<file path="src/rtl/pc_sequencer_pkg.sv">
// -----------------------------------------------------------------------------
// cpu_defs
// Shared definitions for the fetch/next-PC path of the single-issue core.
// The opcode/funct values select the instruction classes the sequencer cares about.
// The PC_* codes are the pc_control encoding that program_counter decodes.
// -----------------------------------------------------------------------------
package cpu_defs;

    // Opcode field instr[31:26]
    localparam logic [5:0] OP_RTYPE = 6'h00;
    localparam logic [5:0] OP_J     = 6'h02;
    localparam logic [5:0] OP_JAL   = 6'h03;
    localparam logic [5:0] OP_BEQ   = 6'h04;
    localparam logic [5:0] OP_BNE   = 6'h05;

    // Funct field instr[5:0] (R-type only)
    localparam logic [5:0] FN_JR    = 6'h08;
    localparam logic [5:0] FN_JALR  = 6'h09;

    // pc_control codes understood by program_counter
    localparam logic [2:0] PC_SEQ   = 3'b000;
    localparam logic [2:0] PC_JMP   = 3'b001;
    localparam logic [2:0] PC_REG   = 3'b010;
    localparam logic [2:0] PC_BR    = 3'b011;

    typedef enum logic [2:0] {
        ST_RESET_WAIT = 3'd0,
        ST_FETCH      = 3'd1,
        ST_DECODE     = 3'd2,
        ST_RESOLVE    = 3'd3,
        ST_UPDATE     = 3'd4,
        ST_HALT       = 3'd5
    } seq_state_e;

endpackage

</file>
<file path="src/rtl/pc_sequencer_classifier.sv">
// -----------------------------------------------------------------------------
// instr_classifier
// Purely combinational decode of an instruction's opcode/funct into the control
// the sequencer needs.
//   op_i             in   6  instr[31:26]
//   funct_i          in   6  instr[5:0]
//   ctl_o            out  3  pc_control to use if no resolution changes it
//   needs_resolve_o  out  1  instruction must wait for branch or register result
//   is_branch_o      out  1  resolution comes from branch_valid (else reg_valid)
// -----------------------------------------------------------------------------
module instr_classifier
    import cpu_defs::*;
(
    input  logic [5:0] op_i,
    input  logic [5:0] funct_i,
    output logic [2:0] ctl_o,
    output logic       needs_resolve_o,
    output logic       is_branch_o
);

    always_comb begin
        ctl_o           = PC_SEQ;
        needs_resolve_o = 1'b0;
        is_branch_o     = 1'b0;
        case (op_i)
            OP_J, OP_JAL: begin
                ctl_o = PC_JMP;
            end
            // Branch direction is unknown here; the final code is chosen in RESOLVE.
            OP_BEQ, OP_BNE: begin
                needs_resolve_o = 1'b1;
                is_branch_o     = 1'b1;
            end
            OP_RTYPE: begin
                if (funct_i == FN_JR || funct_i == FN_JALR) begin
                    ctl_o           = PC_REG;
                    needs_resolve_o = 1'b1;
                end
            end
            default: begin
            end
        endcase
    end

endmodule

</file>
<file path="src/rtl/pc_sequencer.sv">
// -----------------------------------------------------------------------------
// pc_sequencer
// Fetch/next-PC controller. Fetches the word at pc, classifies it, waits for a
// branch or register result when required, then issues exactly one pc_we strobe
// per instruction with pc_control/jmp_addr/branch_offset held stable.
//   clk, rst        clock, asynchronous active-high reset
//   pc              current PC from program_counter
//   imem_req/addr   fetch request (held until imem_ack) and address (= pc)
//   imem_ack/rdata  fetch completion and instruction word
//   stall           downstream hazard; freezes DECODE and UPDATE
//   branch_valid/taken, reg_valid   resolution inputs, sampled only in RESOLVE
//   instr, instr_valid              latched word and its decode pulse
//   pc_control, jmp_addr, branch_offset, pc_we   program_counter controls
//   fault           sticky timeout flag, cleared only by rst
// -----------------------------------------------------------------------------
module pc_sequencer
    import cpu_defs::*;
#(
    parameter int FETCH_TIMEOUT = 16,  // 0 disables the fetch timeout
    parameter int RESOLVE_MAX   = 8    // 0 disables the resolve timeout
) (
    input  logic        clk,
    input  logic        rst,
    input  logic [31:0] pc,
    output logic        imem_req,
    output logic [31:0] imem_addr,
    input  logic        imem_ack,
    input  logic [31:0] imem_rdata,
    input  logic        stall,
    input  logic        branch_valid,
    input  logic        branch_taken,
    input  logic        reg_valid,
    output logic [31:0] instr,
    output logic        instr_valid,
    output logic [2:0]  pc_control,
    output logic [25:0] jmp_addr,
    output logic [15:0] branch_offset,
    output logic        pc_we,
    output logic        fault
);

    localparam int TMR_W = 16;

    seq_state_e        state_q, state_d;
    logic [TMR_W-1:0]  timer_q, timer_d;
    logic [31:0]       instr_q, instr_d;
    logic [2:0]        ctl_q, ctl_d;
    logic [25:0]       jmp_q, jmp_d;
    logic [15:0]       off_q, off_d;
    logic              is_br_q, is_br_d;
    logic              fault_q, fault_d;

    logic [2:0]        cls_ctl;
    logic              cls_resolve;
    logic              cls_branch;
    logic              fetch_expired;
    logic              resolve_expired;

    instr_classifier u_classifier (
        .op_i            (instr_q[31:26]),
        .funct_i         (instr_q[5:0]),
        .ctl_o           (cls_ctl),
        .needs_resolve_o (cls_resolve),
        .is_branch_o     (cls_branch)
    );

    // One timer serves both FETCH and RESOLVE; it is cleared on entry to each.
    // "Expired" means this is the last permitted waiting cycle.
    assign fetch_expired   = (FETCH_TIMEOUT != 0) &&
                             (timer_q == TMR_W'(FETCH_TIMEOUT - 1));
    assign resolve_expired = (RESOLVE_MAX != 0) &&
                             (timer_q == TMR_W'(RESOLVE_MAX - 1));

    always_comb begin
        state_d     = state_q;
        timer_d     = timer_q;
        instr_d     = instr_q;
        ctl_d       = ctl_q;
        jmp_d       = jmp_q;
        off_d       = off_q;
        is_br_d     = is_br_q;
        fault_d     = fault_q;
        imem_req    = 1'b0;
        instr_valid = 1'b0;
        pc_we       = 1'b0;

        case (state_q)
            ST_RESET_WAIT: begin
                timer_d = '0;
                state_d = ST_FETCH;
            end

            ST_FETCH: begin
                imem_req = 1'b1;
                if (imem_ack) begin
                    instr_d = imem_rdata;
                    state_d = ST_DECODE;
                end else if (fetch_expired) begin
                    fault_d = 1'b1;
                    state_d = ST_HALT;
                end else begin
                    timer_d = timer_q + 1'b1;
                end
            end

            // The decode pulse and the control capture happen on the same
            // (unstalled) cycle, so the controls become valid at DECODE exit.
            ST_DECODE: begin
                if (!stall) begin
                    instr_valid = 1'b1;
                    ctl_d       = cls_ctl;
                    jmp_d       = instr_q[25:0];
                    off_d       = instr_q[15:0];
                    is_br_d     = cls_branch;
                    timer_d     = '0;
                    state_d     = cls_resolve ? ST_RESOLVE : ST_UPDATE;
                end
            end

            // A valid result is checked before expiry so it wins a tie.
            ST_RESOLVE: begin
                if (is_br_q && branch_valid) begin
                    ctl_d   = branch_taken ? PC_BR : PC_SEQ;
                    state_d = ST_UPDATE;
                end else if (!is_br_q && reg_valid) begin
                    state_d = ST_UPDATE;
                end else if (resolve_expired) begin
                    fault_d = 1'b1;
                    ctl_d   = PC_SEQ;
                    jmp_d   = '0;
                    off_d   = '0;
                    state_d = ST_HALT;
                end else begin
                    timer_d = timer_q + 1'b1;
                end
            end

            ST_UPDATE: begin
                if (!stall) begin
                    pc_we   = 1'b1;
                    ctl_d   = PC_SEQ;
                    jmp_d   = '0;
                    off_d   = '0;
                    timer_d = '0;
                    state_d = ST_FETCH;
                end
            end

            ST_HALT: begin
            end

            default: begin
                state_d = ST_HALT;
            end
        endcase
    end

    always_ff @(posedge clk or posedge rst) begin
        if (rst) begin
            state_q <= ST_RESET_WAIT;
            timer_q <= '0;
            instr_q <= '0;
            ctl_q   <= PC_SEQ;
            jmp_q   <= '0;
            off_q   <= '0;
            is_br_q <= 1'b0;
            fault_q <= 1'b0;
        end else begin
            state_q <= state_d;
            timer_q <= timer_d;
            instr_q <= instr_d;
            ctl_q   <= ctl_d;
            jmp_q   <= jmp_d;
            off_q   <= off_d;
            is_br_q <= is_br_d;
            fault_q <= fault_d;
        end
    end

    // Address is forced to zero outside FETCH; async reset of state_q drops it at once.
    assign imem_addr     = imem_req ? pc : '0;
    assign instr         = instr_q;
    assign pc_control    = ctl_q;
    assign jmp_addr      = jmp_q;
    assign branch_offset = off_q;
    assign fault         = fault_q;

endmodule
</file>
<file path="config.mk">
export PLATFORM = sky130hd
export DESIGN_NAME = pc_sequencer
export DESIGN_NICKNAME = d
export VERILOG_FILES = /design/src/rtl/pc_sequencer_pkg.sv /design/src/rtl/pc_sequencer_classifier.sv /design/src/rtl/pc_sequencer.sv
export SDC_FILE = /design/constraint.sdc
export NUM_CORES = 1
export LEC_CHECK = 0
export ABC_AREA = 1
export BUFFER_PORTS_ARGS = -buffer_cell sky130_fd_sc_hd__buf_2
export CORE_ASPECT_RATIO = 0.7
export CORE_MARGIN = 4
export CORE_UTILIZATION = 50
export DETAILED_ROUTE_END_ITERATION = 8
export PLACE_DENSITY = 0.83
export SETUP_SLACK_MARGIN = 0.1
export SLEW_MARGIN = 10
export SYNTH_ARGS = -nofsm -noshare
export SYNTH_HDL_FRONTEND = slang
export SYNTH_SLANG_ARGS = --single-unit
</file>
<file path="constraint.sdc">
create_clock -name clk -period 2.55 [get_ports clk]
set_input_delay 0.255 -clock clk [delete_from_list [all_inputs] [get_ports clk]]
set_output_delay 0.255 -clock clk [all_outputs]
set_load 0.05 [all_outputs]
</file>
# Yosys cells after proc, flatten, opt, wreduce, memory -nomap -nowiden
# Index checks and enable logic that the tools add are counted.
# W data, S select, Z words.
# op_classes
add_sub_neg	1
n_mul	0
div	0
order_cmp	0
eq_ne	27
shift	0
muxes	50
bitwise	2
reduce_logical	19
# op_table
cell	n
$mux W16	10
$mux W26	5
$pmux W26 S3	1
$pmux W16 S4	1
$pmux W16 S3	1
$mux W3	13
$mux W32	1
$ne A2 B2 Y1 const B	10
$pmux W3 S6	1
$add A16 B1 Y16 const B	1
$eq A16 B3 Y1 const B	1
$eq A16 B4 Y1 const B	1
$eq A6 B2 Y1 const B	2
$eq A6 B3 Y1 const B	2
$eq A6 B4 Y1 const B	2
$reduce_and A6 Y1	2
$mux W1	11
$reduce_and A5 Y1	2
$ne A3 B3 Y1 const B	3
$pmux W3 S3	1
$reduce_and A7 Y1	1
$eq A3 B2 Y1 const B	2
$eq A3 B3 Y1 const B	2
$logic_not A6 Y1	1
other kinds (15)	22
# word_totals
register_bits	98
latchBits	0
mem_bits_rw	0
mem_bits_ro	0
inputBits	71
out_inout_bits	113
word_cells	107
memories	0

# Logic depth before layout (Yosys ltp)
# depth
depth_word	7
ltp_mapped	11
mapped_depth_nobuf	10

# Cells and area by module
# Synthesis repeated with hierarchy kept, for this count alone.
# hier_totals
cells_unflattened	658
area_unflattened_um2	4578.1
# by_module_without_submodules
mod	instances	cells_each	area_each_um2	seq_area_each_um2
pc_sequencer	1	630	4450.5	2052.0
instr_classifier	1	28	127.6	0.0

# Least setup slack after synthesis
# No wires, ideal clock.
# synth_path
path_kind	register -> output
startpoint	register state_q[1]
endpoint	output port imem_addr[10]
t_arrival_ps	1555
t_required_ps	2295
path_slack_ps	740
stages_incl_launch_ff	5
n_path_buf	1
cell_sequence	dfrtp_1 > inv_2 > nand3_2 > clkbuf_1 > nor2_1
# synth_via
elab_chain_len	3
# synth_lines
item	line	rtl
start: declaration	pc_sequencer.sv:44	seq_state_e state_q, state_d;
start signal: assignment	pc_sequencer.sv:169	state_q <= state_d;
$eq A3 B1 Y1	pc_sequencer.sv:87	case (state_q)
$mux W1	pc_sequencer.sv:87	
$mux W32	pc_sequencer.sv:181	assign imem_addr = imem_req ? pc : '0;
end: declaration	pc_sequencer.sv:26	output logic [31:0] imem_addr,
# Every way passes these cells.

# Final worst setup path
# layout_path
startpoint	register state_q[0]
endpoint	register jmp_q[21], in the netlist jmp_addr[21]
# layout_via
elab_chain_len	3
elab_cells_between_ends	11
cone_classes	eq/ne (8); mux (1); reduce/logical (2)
# layout_lines
item	line	rtl
$eq A3 B2 Y1 or $eq A3 B3 Y1 (tied branches)	pc_sequencer.sv:87	
$ne A2 B2 Y1 (no source line) or $reduce_bool A3 Y1 (tied branches)	--	
$reduce_and A6 Y1 (no source line)	--	
end signal: assignment	pc_sequencer.sv:173	jmp_q <= jmp_d;
end: declaration	pc_sequencer.sv:48	logic [25:0] jmp_q, jmp_d;
# Several ways; a longest one is shown, not always the timed one.
# A chain may end at the register's enable or synchronous reset.

==> flow_metrics.tcl <==
set metrics [dict create \
    tightest_slew_ps 715.3 \
    post_cts_resized 0 \
    synth_top_area_share_pct 42.08 \
    clkTransAtPathRegs_ps 60 \
    setup_viol 0 \
    synth_cells 657 \
    r2r_start "state_q[0]" \
    clockBufferDepth 2 \
    core-area_um2 9216 \
    hold_violations 0 \
    fin_nets 886 \
    max_freq_ghz 0.4572 \
    pin_count 184 \
    intPower_mw 3.853 \
    ys_ff_latch 81 \
    dpl_cell_area_um2 5668 \
    num_rows 29 \
    layout_setup_ws_ps 363.0 \
    post-route-period-util_pct 85.77 \
    end_kind "flip-flop" \
    grt_pass1_wl_mm 20.70 \
    hpwl_mm 9.101 \
    busiest_layer "met2" \
    ctsRootBufferMaster "clkbuf_16" \
    use_met1_pct 30.76 \
    numCtsBuffers 9 \
    synth.largest_area_cell "dfrtp_1" \
    cts_hold_buf 0 \
    grtUsageTotal_pct 21.92 \
    cts_setup_buffers 0 \
    period_needed_ps 2187 \
    ant_nets 0 \
    pre_cts_ws_ps 386.4 \
    vias_per_cell 4.842 \
    power_density_nw_per_um2 1580 \
    antenna_found_initial 0 \
    area_growth_pct 23.79 \
    clkLatencyLatePin_ps 330 \
    outcome "finished, final reports clean" \
    drv_cap 0 \
    synth_area_um2 4817 \
    cts_sinks 81 \
    p_seq_share_pct 22.9 \
    synth_area_per_cell_um2 7.332 \
    hp-class "input pin to async pin" \
    grt_max_degree 65 \
    yosys_warnings 0 \
    seq_area_frac_synth_pct 42.08 \
    start_util_pct 52.27 \
    vias 4561 \
    startpoint_type "flip-flop" \
    power_leakage_nw 3.467 \
    max_slew_margin_pct 52.26 \
    fin_area_um2 5963 \
    die_w_um 125.3 \
    fp.dieH_um 90.12 \
    rsz0062_at_grt "false" \
    synthTopCellsByArea "dfrtp_1 (42%), nand2_1 (12%), nor2_1 (8.8%)" \
    arrival_ps 2460 \
    first_pass_iters 5 \
    p_sw_share_pct 59.10 \
    tns_ps 0 \
    wl_mm 12.38 \
    fin_util_pct 64.70 \
    portBuffers 182 \
    cp.required_ps 2820 \
    fin_skew_ps 6.340 \
    num_antenna_cells 0 \
    routedWlPerCell_um 13.14 \
    drtIter0Drc 323 \
    synth_cell_types 31 \
    drive_above_1_share_pct 32.27 \
    drc 0 \
    pwr-share-comb_pct 63.5 \
    use_met2_pct 33.99 \
    grt_pass1_vias 4251 \
    cts_tree "done" \
    syn_nets 729 \
    vdd.ir_drop.worst_mv 0.9805 \
    h-tree-depth 3 \
    startpoint "state_q[0]" \
    die_area_um2 11290 \
    critPathKind "flip-flop to flip-flop" \
    p_sw_mw 5.567 \
    p_clk_share_pct 13.6 \
    cp_max_fo 27 \
    met3_usage_pct 5.746 \
    drv_slew 0 \
    grt_overflow_total 0 \
    gp_congestion 0.8723 \
]
==> final cells by class <==
type / instances / area (µm²)
Tap cell: 124 / 155.1
Multi-Input combinational cell: 441 / 2162
Fill cell: 819 / 3253
Clock inverter: 5 / 56.30
Clock buffer: 10 / 239.0
Sequential cell: 81 / 2027
Timing Repair Buffer: 189 / 975.9
Inverter: 92 / 347.8
==> synth_stat cells <==
| master | number |
|---|---|
| clkbuf_1 | 10 |
| xnor2_1 | 1 |
| buf_2 | 10 |
| nor2_4 | 1 |
| buf_1 | 1 |
| or2_2 | 1 |
| nor2_1 | 113 |
| buf_4 | 18 |
| o21bai_1 | 4 |
| nand4_1 | 32 |
| xor2_1 | 5 |
| nand2_2 | 24 |
| nand3_1 | 14 |
| inv_2 | 4 |
| inv_1 | 87 |
| a21oi_1 | 4 |
| o21ai_1 | 1 |
| buf_12 | 2 |
| ha_1 | 1 |
| nand2_4 | 21 |
| o21ai_0 | 49 |
| nor3_1 | 4 |
| nand3_4 | 2 |
| buf_6 | 2 |
| dfrtp_1 | 81 |
| nand2_1 | 159 |
| and2_4 | 1 |
| nand3_2 | 2 |
| clkinv_2 | 1 |
| conb_1 | 1 |
| nor2_2 | 1 |
==> logic make-up (layout without fill, tap and decap cells) <==
group                      Yosys count  in the layout  synth area share, %
xor gates and xnor gates             6              6                1.091
adders and majority gates            1              1               0.2597
other                                1              1              0.07785
AOI/OAI and AO/OA                   58             58                6.234
and+or+nand+nor                    375            375                37.07
buffers and inverters              135            296                13.19
DFF                                 81             81                42.08
==> per-layer routing <==
metal  up-vias  part of all wire, %
li1       2322                    -
met1      2045                   46
met2       177                   45
met3        17                  7.7
met4         0                  1.2
met5         -                    0
==> placed cells by master (no fill, tap or decap), drive strengths merged, types with 4 or more instances in the layout <==
cell type and instances:
o21bai 4, a21oi 4, xor2 5, nand2 204, nor2 115, inv 90
clkbuf 10, buf 189, nand4 32, nand3 18, dfrtp 81, clkinv 5
nor3 4, o21ai 50
==> power by group through the flow <==
stage | Clock [mW] | Combinational (mW) | Sequential (mW)
5_1_grt | 1.36 | 6.42 | 2.22
3_3_place_gp | 0 | 5.93 | 2.16
2_1_floorplan | 0 | 3.57 | 3.55
4_1_cts | 1.30 | 6.01 | 2.15
3_5_place_dp | 0 | 6.00 | 2.16
6_report | 1.29 | 5.98 | 2.16
==> per-stage QoR <==
stage,cells,hold slack (ps),power (mW)
global placement,927,377.5,8.082
detailed placement,927,385.2,8.165
CTS,942,25.35,9.467
floorplan,657,371.7,7.113
global route,942,54.33,10.01
finish,942,15.99,9.420
==> state kept, by name, indices dropped and copies added (netlist names) <==
signal and count:
jmp_addr 26, fault 1, instr 32, pc_control 2, is_br_q 1, state_q 3, timer_q 16
==> final timing paths <==
| check | to | slack [ps] | cells after the start |
|---|---|---|---|
| worst max-delay path | jmp_addr[21] | 360 | 9 |
| worst max register to register | jmp_addr[21] | 360 | 9 |
| max in group asynchronous | instr[25] | 1880 | 3 |
| worst min register to register | fault | 460 | 2 |
| min in group clk | instr[12] | 120 | 3 |
| worst min-delay path | fault | 20 | 2 |
==> critical path: stages (launching register included) <==
cell and delay (ps):
dfrtp_1 510, inv_1 70, nand3_1 170, inv_1 80, nor2_1 170, inv_2 240
nand3_4 140, buf_4 520, nand2_1 110, nand2_1 80
Power figures use the tool's default switching activity.
